File: src/rtl/axi64_pkt_rr_arb_if.sv
// Bus bundle for the packet arbiter: NUM_PORTS 64-bit AXI-stream sources on
// the i_* side and one shared 64-bit AXI-stream sink on the o_* side.
//
// Handshake: a beat transfers on a clock edge where tvalid and tready are both
// high. The producer holds tdata/tlast/tuser stable while tvalid is high and
// tready is low. tvalid never depends combinationally on tready.
interface axi64_pkt_rr_arb_if #(
    parameter int NUM_PORTS = 4
) ();
    logic [64*NUM_PORTS-1:0] i_tdata;
    logic [NUM_PORTS-1:0]    i_tlast;
    logic [4*NUM_PORTS-1:0]  i_tuser;
    logic [NUM_PORTS-1:0]    i_tvalid;
    logic [NUM_PORTS-1:0]    i_tready;
    logic [63:0]             o_tdata;
    logic                    o_tlast;
    logic [3:0]              o_tuser;
    logic                    o_tvalid;
    logic                    o_tready;

    // Arbiter side: consumes the sources, drives the shared sink.
    modport slave (
        input  i_tdata, i_tlast, i_tuser, i_tvalid, o_tready,
        output i_tready, o_tdata, o_tlast, o_tuser, o_tvalid
    );

    // Environment side: drives the sources, consumes the shared sink.
    modport master (
        output i_tdata, i_tlast, i_tuser, i_tvalid, o_tready,
        input  i_tready, o_tdata, o_tlast, o_tuser, o_tvalid
    );
endinterface

File: src/rtl/axi64_pkt_rr_arb.sv
// Packet-granular arbiter sharing one 64-bit AXI-stream TX path between
// NUM_PORTS sources. One source owns the path from grant until its tlast beat
// is accepted; there is one idle (arbitration) cycle between packets.
// PRIO=0 selects round-robin, PRIO=1 fixed priority with the lowest index winning.
module axi64_pkt_rr_arb #(
    parameter int NUM_PORTS = 4,
    parameter int PRIO      = 0
) (
    input  logic                 clk,
    input  logic                 reset,
    input  logic                 clear,
    input  logic [NUM_PORTS-1:0] enable,
    axi64_pkt_rr_arb_if.slave    bus,
    output logic [NUM_PORTS-1:0] grant,
    output logic                 busy,
    output logic                 state_dbg
);
    localparam int IDX_W = $clog2(NUM_PORTS);

    typedef enum logic {
        IDLE = 1'b0,
        BUSY = 1'b1
    } state_t;

    state_t               state_q, state_d;
    logic [NUM_PORTS-1:0] grant_q, grant_d;
    logic [IDX_W-1:0]     owner_q, owner_d;
    logic [IDX_W-1:0]     rr_ptr_q, rr_ptr_d;
    logic [IDX_W-1:0]     win_idx;
    logic                 win_found;
    logic [NUM_PORTS-1:0] req;
    logic                 eop;
    logic [63:0]          tdata_arr [NUM_PORTS];
    logic [3:0]           tuser_arr [NUM_PORTS];

    // Split the flat per-port buses into per-port lanes.
    for (genvar k = 0; k < NUM_PORTS; k++) begin : g_lane
        assign tdata_arr[k] = bus.i_tdata[64*k +: 64];
        assign tuser_arr[k] = bus.i_tuser[4*k +: 4];
    end

    // enable only matters here, so it is effectively sampled only in IDLE.
    assign req = bus.i_tvalid & enable;

    // Winner search: from rr_ptr upward with wrap (round-robin) or from 0 (priority).
    always_comb begin
        int cand;
        cand      = 0;
        win_found = 1'b0;
        win_idx   = '0;
        for (int i = 0; i < NUM_PORTS; i++) begin
            cand = (PRIO != 0) ? i : int'(rr_ptr_q) + i;
            if (cand >= NUM_PORTS) begin
                cand = cand - NUM_PORTS;
            end
            if (!win_found && req[cand[IDX_W-1:0]]) begin
                win_found = 1'b1;
                win_idx   = cand[IDX_W-1:0];
            end
        end
    end

    // Next-state logic and the combinational pass-through from the owner.
    always_comb begin
        state_d       = state_q;
        grant_d       = grant_q;
        owner_d       = owner_q;
        rr_ptr_d      = rr_ptr_q;
        eop           = 1'b0;
        bus.o_tdata   = '0;
        bus.o_tlast   = 1'b0;
        bus.o_tuser   = '0;
        bus.o_tvalid  = 1'b0;
        bus.i_tready  = '0;
        case (state_q)
            IDLE: begin
                if (win_found) begin
                    state_d          = BUSY;
                    grant_d          = '0;
                    grant_d[win_idx] = 1'b1;
                    owner_d          = win_idx;
                end
            end
            BUSY: begin
                bus.o_tdata           = tdata_arr[owner_q];
                bus.o_tuser           = tuser_arr[owner_q];
                bus.o_tlast           = bus.i_tlast[owner_q];
                bus.o_tvalid          = bus.i_tvalid[owner_q];
                bus.i_tready[owner_q] = bus.o_tready;
                eop = bus.i_tvalid[owner_q] & bus.o_tready & bus.i_tlast[owner_q];
                if (eop) begin
                    state_d = IDLE;
                    grant_d = '0;
                    if (PRIO == 0) begin
                        rr_ptr_d = (owner_q == IDX_W'(NUM_PORTS - 1)) ? '0
                                                                      : owner_q + IDX_W'(1);
                    end
                end
            end
            default: state_d = IDLE;
        endcase
    end

    // State registers; clear behaves exactly like reset and drops any grant at once.
    always_ff @(posedge clk) begin
        if (reset || clear) begin
            state_q  <= IDLE;
            grant_q  <= '0;
            owner_q  <= '0;
            rr_ptr_q <= '0;
        end else begin
            state_q  <= state_d;
            grant_q  <= grant_d;
            owner_q  <= owner_d;
            rr_ptr_q <= rr_ptr_d;
        end
    end

    assign grant     = grant_q;
    assign busy      = (state_q == BUSY);
    assign state_dbg = state_q;
endmodule

File: src/flat_wrapper.sv
// flat-port wrapper written by rule: the top's interface ports become plain ports
module axi64_pkt_rr_arb_flat 
#(
    parameter int NUM_PORTS = 4,
    parameter int PRIO      = 0
)
  (clk, reset, clear, enable, grant, busy, state_dbg, bus_i_tdata, bus_i_tlast, bus_i_tuser, bus_i_tvalid, bus_o_tready, bus_i_tready, bus_o_tdata, bus_o_tlast, bus_o_tuser, bus_o_tvalid);
  axi64_pkt_rr_arb_if #(.NUM_PORTS(NUM_PORTS)) bus_i ();
  input  logic clk;
  input  logic reset;
  input  logic clear;
  input  logic [NUM_PORTS-1:0] enable;
  output logic [NUM_PORTS-1:0] grant;
  output logic busy;
  output logic state_dbg;
  input wire logic [$bits(bus_i.i_tdata)-1:0] bus_i_tdata;
  input wire logic [$bits(bus_i.i_tlast)-1:0] bus_i_tlast;
  input wire logic [$bits(bus_i.i_tuser)-1:0] bus_i_tuser;
  input wire logic [$bits(bus_i.i_tvalid)-1:0] bus_i_tvalid;
  input wire logic [$bits(bus_i.o_tready)-1:0] bus_o_tready;
  output wire logic [$bits(bus_i.i_tready)-1:0] bus_i_tready;
  output wire logic [$bits(bus_i.o_tdata)-1:0] bus_o_tdata;
  output wire logic [$bits(bus_i.o_tlast)-1:0] bus_o_tlast;
  output wire logic [$bits(bus_i.o_tuser)-1:0] bus_o_tuser;
  output wire logic [$bits(bus_i.o_tvalid)-1:0] bus_o_tvalid;
  assign bus_i.i_tdata = bus_i_tdata;
  assign bus_i.i_tlast = bus_i_tlast;
  assign bus_i.i_tuser = bus_i_tuser;
  assign bus_i.i_tvalid = bus_i_tvalid;
  assign bus_i.o_tready = bus_o_tready;
  assign bus_i_tready = bus_i.i_tready;
  assign bus_o_tdata = bus_i.o_tdata;
  assign bus_o_tlast = bus_i.o_tlast;
  assign bus_o_tuser = bus_i.o_tuser;
  assign bus_o_tvalid = bus_i.o_tvalid;
  axi64_pkt_rr_arb #(.NUM_PORTS(NUM_PORTS), .PRIO(PRIO)) u_core (.clk(clk), .reset(reset), .clear(clear), .enable(enable), .bus(bus_i), .grant(grant), .busy(busy), .state_dbg(state_dbg));
endmodule
File: config.mk
export PLATFORM = sky130hd
export DESIGN_NAME = axi64_pkt_rr_arb_flat
export DESIGN_NICKNAME = d
export VERILOG_FILES = /design/src/rtl/axi64_pkt_rr_arb_if.sv /design/src/rtl/axi64_pkt_rr_arb.sv /design/src/flat_wrapper.sv
export SDC_FILE = /design/constraint.sdc
export NUM_CORES = 1
export LEC_CHECK = 0
export CAP_MARGIN = 15
export CORE_AREA = 8 8 137 139
export DETAILED_ROUTE_END_ITERATION = 10
export DIE_AREA = 0 0 145 147
export PLACE_DENSITY = 0.62
export SLEW_MARGIN = 20
export SYNTH_ARGS = -nofsm -noshare
export SYNTH_HDL_FRONTEND = slang
export SYNTH_SLANG_ARGS = --single-unit
File: constraint.sdc
create_clock -name clk -period 2.2 [get_ports clk]
set_input_delay 0.33 -clock clk [delete_from_list [all_inputs] [get_ports clk]]
set_output_delay 0.33 -clock clk [all_outputs]
set_load 0.02 [all_outputs]
==> flow_summary_export.csv <==
group,metric,value,unit
synthesis,synth_warnings,0,
pwr,ir_drop,478.1,µV
outcome,violations,"negative setup slack",
floorplanning,core_area,16760,µm²
synthesis,syn_area,2689,µm²
finish,synthToLayoutAreaGrowth,156.2,%
run,max_cap_violations,0,
floorplanning,dieArea,21320,µm²
pwr,p_leak,2.611,nW
floorplanning,initial_core_util,16.05,%
routing,finalWirelength,19240,µm
timing,rsz0062_at_grt,"yes",
synthesis,postSynthCellCount,232,
grt,grt_max_degree,47,
finish,utilization,41.11,%
timing,fin_crit,2201,ps
routing,final_antenna_net_count,0,
grt,grt_pass1_vias,4130,
critical_path,cp_max_fo,10,
finish,drive_gt1_share,28.10,%
critical_path,required,1870,ps
min_path,hold_path_class,"flip-flop to flip-flop",
synthesis,yosysSeqAreaShare,6.701,%
floorplanning,io_pins,368,
pwr,power,1.726,mW
placed_design,portBuffers,367,
cts,cts-root-buf,"clkbuf_16",
cts,cts_tree,"yes",
grt,grt_first_pass_wirelength,28570,µm
timing,hold_violations,0,
outcome,status,"finished, violations left",
synthesis,synth_ff_type,"dfxtp_1",
routing,drc,0,
floorplanning,die_h,147,µm
timing,fin_tns_setup,-0.5984,ps
critical_path,critPathMostFrequentCell,"buf_12",
timing,slew_viol_final,0,
finish,multi_input_area,2406,µm²
cts,htree_num_levels,1,
synthesis,synth_top_area_share,58.63,%
synthesis,ys_ff_latch,9,
critical_path,rrSetupSlack,130,ps
finish,n_fill_cell,1628,
timing,fin_crit_sh,100.0,%
critical_path,critPathSlowestCell,"mux4_2",
grt,grt-ovfl-total,0,
critical_path,critPathMaxStageDelay,510,ps
critical_path,cp.arrival,1870,ps
timing,slew-limit-headroom,76.23,%
critical_path,worstSetupPathType,"flip-flop to output pin",
floorplanning,die_x,145,µm
timing,setup_violations,1,
synthesis,synth_common_cells,"and2_1 (70), mux4_2 (70), clkbuf_1 (14)",
critical_path,start_kind,"flip-flop",
cts,clock_latency,230,ps
routing,vias,3699,
routing,drt_iter0_markers,192,
critical_path,path_cells,"buf_12, buf_12, buf_12, mux4_2, and2_1, buf_2",
cts,numClockSinks,9,
synthesis,synth-edff-count,0,
cts,clkTransAtPathRegs,40,ps
timing,layout_setup_ws,-0.5984,ps
grt,grt_usage,17.31,%
routing,viasPerCell,4.451,
synthesis,synth.top_cells.by_area,"mux4_2 (59%), and2_1 (16%), dfxtp_1 (6.7%), clkbuf_1 (2.0%), ha_1 (1.9%)",
pwr,powerDensity,250.6,nW/µm²
timing,clock_skew,0.2685,ps
timing,fmaxAchievable,454.4,MHz
finish,fin_nets,898,
placed_design,gp_congestion,1.000,
routing,dr.pass1.iters,4,
critical_path,worst_setup_path_end_kind,"output pin",
synthesis,synth.distinct_cells,36,
synthesis,synth_nets,524,
synthesis,synth.avg_cell_area,11.59,µm²
floorplanning,rows,48,
routing,wl_per_cell,23.15,µm
synthesis,async_flop_share,0,%
cts,cts_made_buffers,3,
cts,clockBufferDepth,2,
finish,regArea,188.9,µm²
timing,worstMarginPinSlew,354.9,ps
placed_design,hpwl,16770,µm
synthesis,synth.largest_area_cell,"mux4_2",
placed_design,place_ws,-179.0,ps
grt,antenna_found_initial,0,
==> sequential cells by signal, summed over array words and instances, names as in the netlist <==
signal           cells
u_core.busy          1
u_core.grant         4
u_core.owner_q       2
u_core.rr_ptr_q      2
==> cell families (layout without fill, tap and decap cells) <==
logic type,Yosys count,in the layout,share of synthesized area (%)
buffers and inverters,31,404,5.119
AND/OR/NAND/NOR,100,100,22.38
other,0,1,0
adder cells (fa/ha/maj),4,4,1.861
AO/OA/AOI/OAI,17,17,4.933
flip-flops,9,9,6.701
multiplexers,71,71,59.00
==> metal layers <==
metal  vias up  part of all wire, %  global-route usage, %
li1       1687                    -                      -
met5         -                    0                      0
met2       183                   53                  31.78
met1      1813                   38                  20.66
met4         0                  1.6                  2.630
met3        16                  6.8                  3.537
==> placed cells by master, fill, tap and decap left out, types with 2 or more instances in the layout <==
cell             instances
mux4_2                  70
a31oi_1                  2
buf_8                    2
nand4_1                  4
dlygate4sd2_1           17
o32ai_1                  2
dfxtp_1                  6
nand2_1                  6
nor2_1                   6
buf_12                  11
buf_6                   17
or2_2                    2
dfxtp_4                  2
buf_2                   21
a21oi_1                  3
buf_4                   22
clkdlybuf4s15_1         10
ha_1                     4
inv_1                    4
clkdlybuf4s50_1        293
clkbuf_16                3
and2_1                  56
clkbuf_2                 2
and3_1                   4
and2_4                  14
a32o_1                   2
==> timing repair <==
| action | 4_1_cts | 5_1_grt |
|---|---|---|
| hold buffers | 0 | 0 |
| gates resized for setup | 242 | 38 |
| setup endpoints to repair | 73 | 33 |
| cloned | 2 | 0 |
| setup buffers | 4 | 5 |
| pin swaps | 3 | 0 |
==> worst paths after layout <==
| check | startpoint | end | depth (start not counted) |
|---|---|---|---|
| max | u_core.owner_q[0]$_SDFFE_PP0P_ | bus_o_tdata[43] | 6 |
| min | u_core.grant[3]$_SDFFE_PP0P_ | u_core.grant[3]$_SDFFE_PP0P_ | 2 |
| max reg2reg | u_core.owner_q[0]$_SDFFE_PP0P_ | u_core.grant[1]$_SDFFE_PP0P_ | 6 |
| min reg2reg | u_core.grant[3]$_SDFFE_PP0P_ | u_core.grant[3]$_SDFFE_PP0P_ | 2 |
==> power by group <==
part           leakage [nW]  switching [mW]  internal, mW
Sequential           0.0750          0.0103         0.169
Clock                0.0382          0.0761         0.242
Combinational          2.50           0.394         0.835
Total                  2.61           0.480          1.25
==> stage by stage <==
stage	instance area, µm²	std cells	hold WS, ps
floorplan	2689	232	455.7
global placement	6790	817	453.2
detailed placement	6790	817	451.2
CTS	6824	827	461.8
global route	6885	830	484.6
finish	6888	831	461.8
==> area by class of cell <==
| type | instances | area share (%) |
|---|---|---|
| diodes | 1 | 0.03633 |
| clock buffers | 4 | 1.144 |
| inverters | 4 | 0.2180 |
| multi-input cells | 192 | 34.93 |
| flip-flops and latches | 9 | 2.743 |
| well taps | 225 | 4.087 |
| repair buffers | 396 | 56.84 |
==> critical path: cells and delay by family, from the launching register on <==
kind	cells	cell delay (ps)
buffers and inverters	4	540
DFF	1	420
muxes	1	510
and+or+nand+nor	1	170
(Power assumes the default switching activity.)
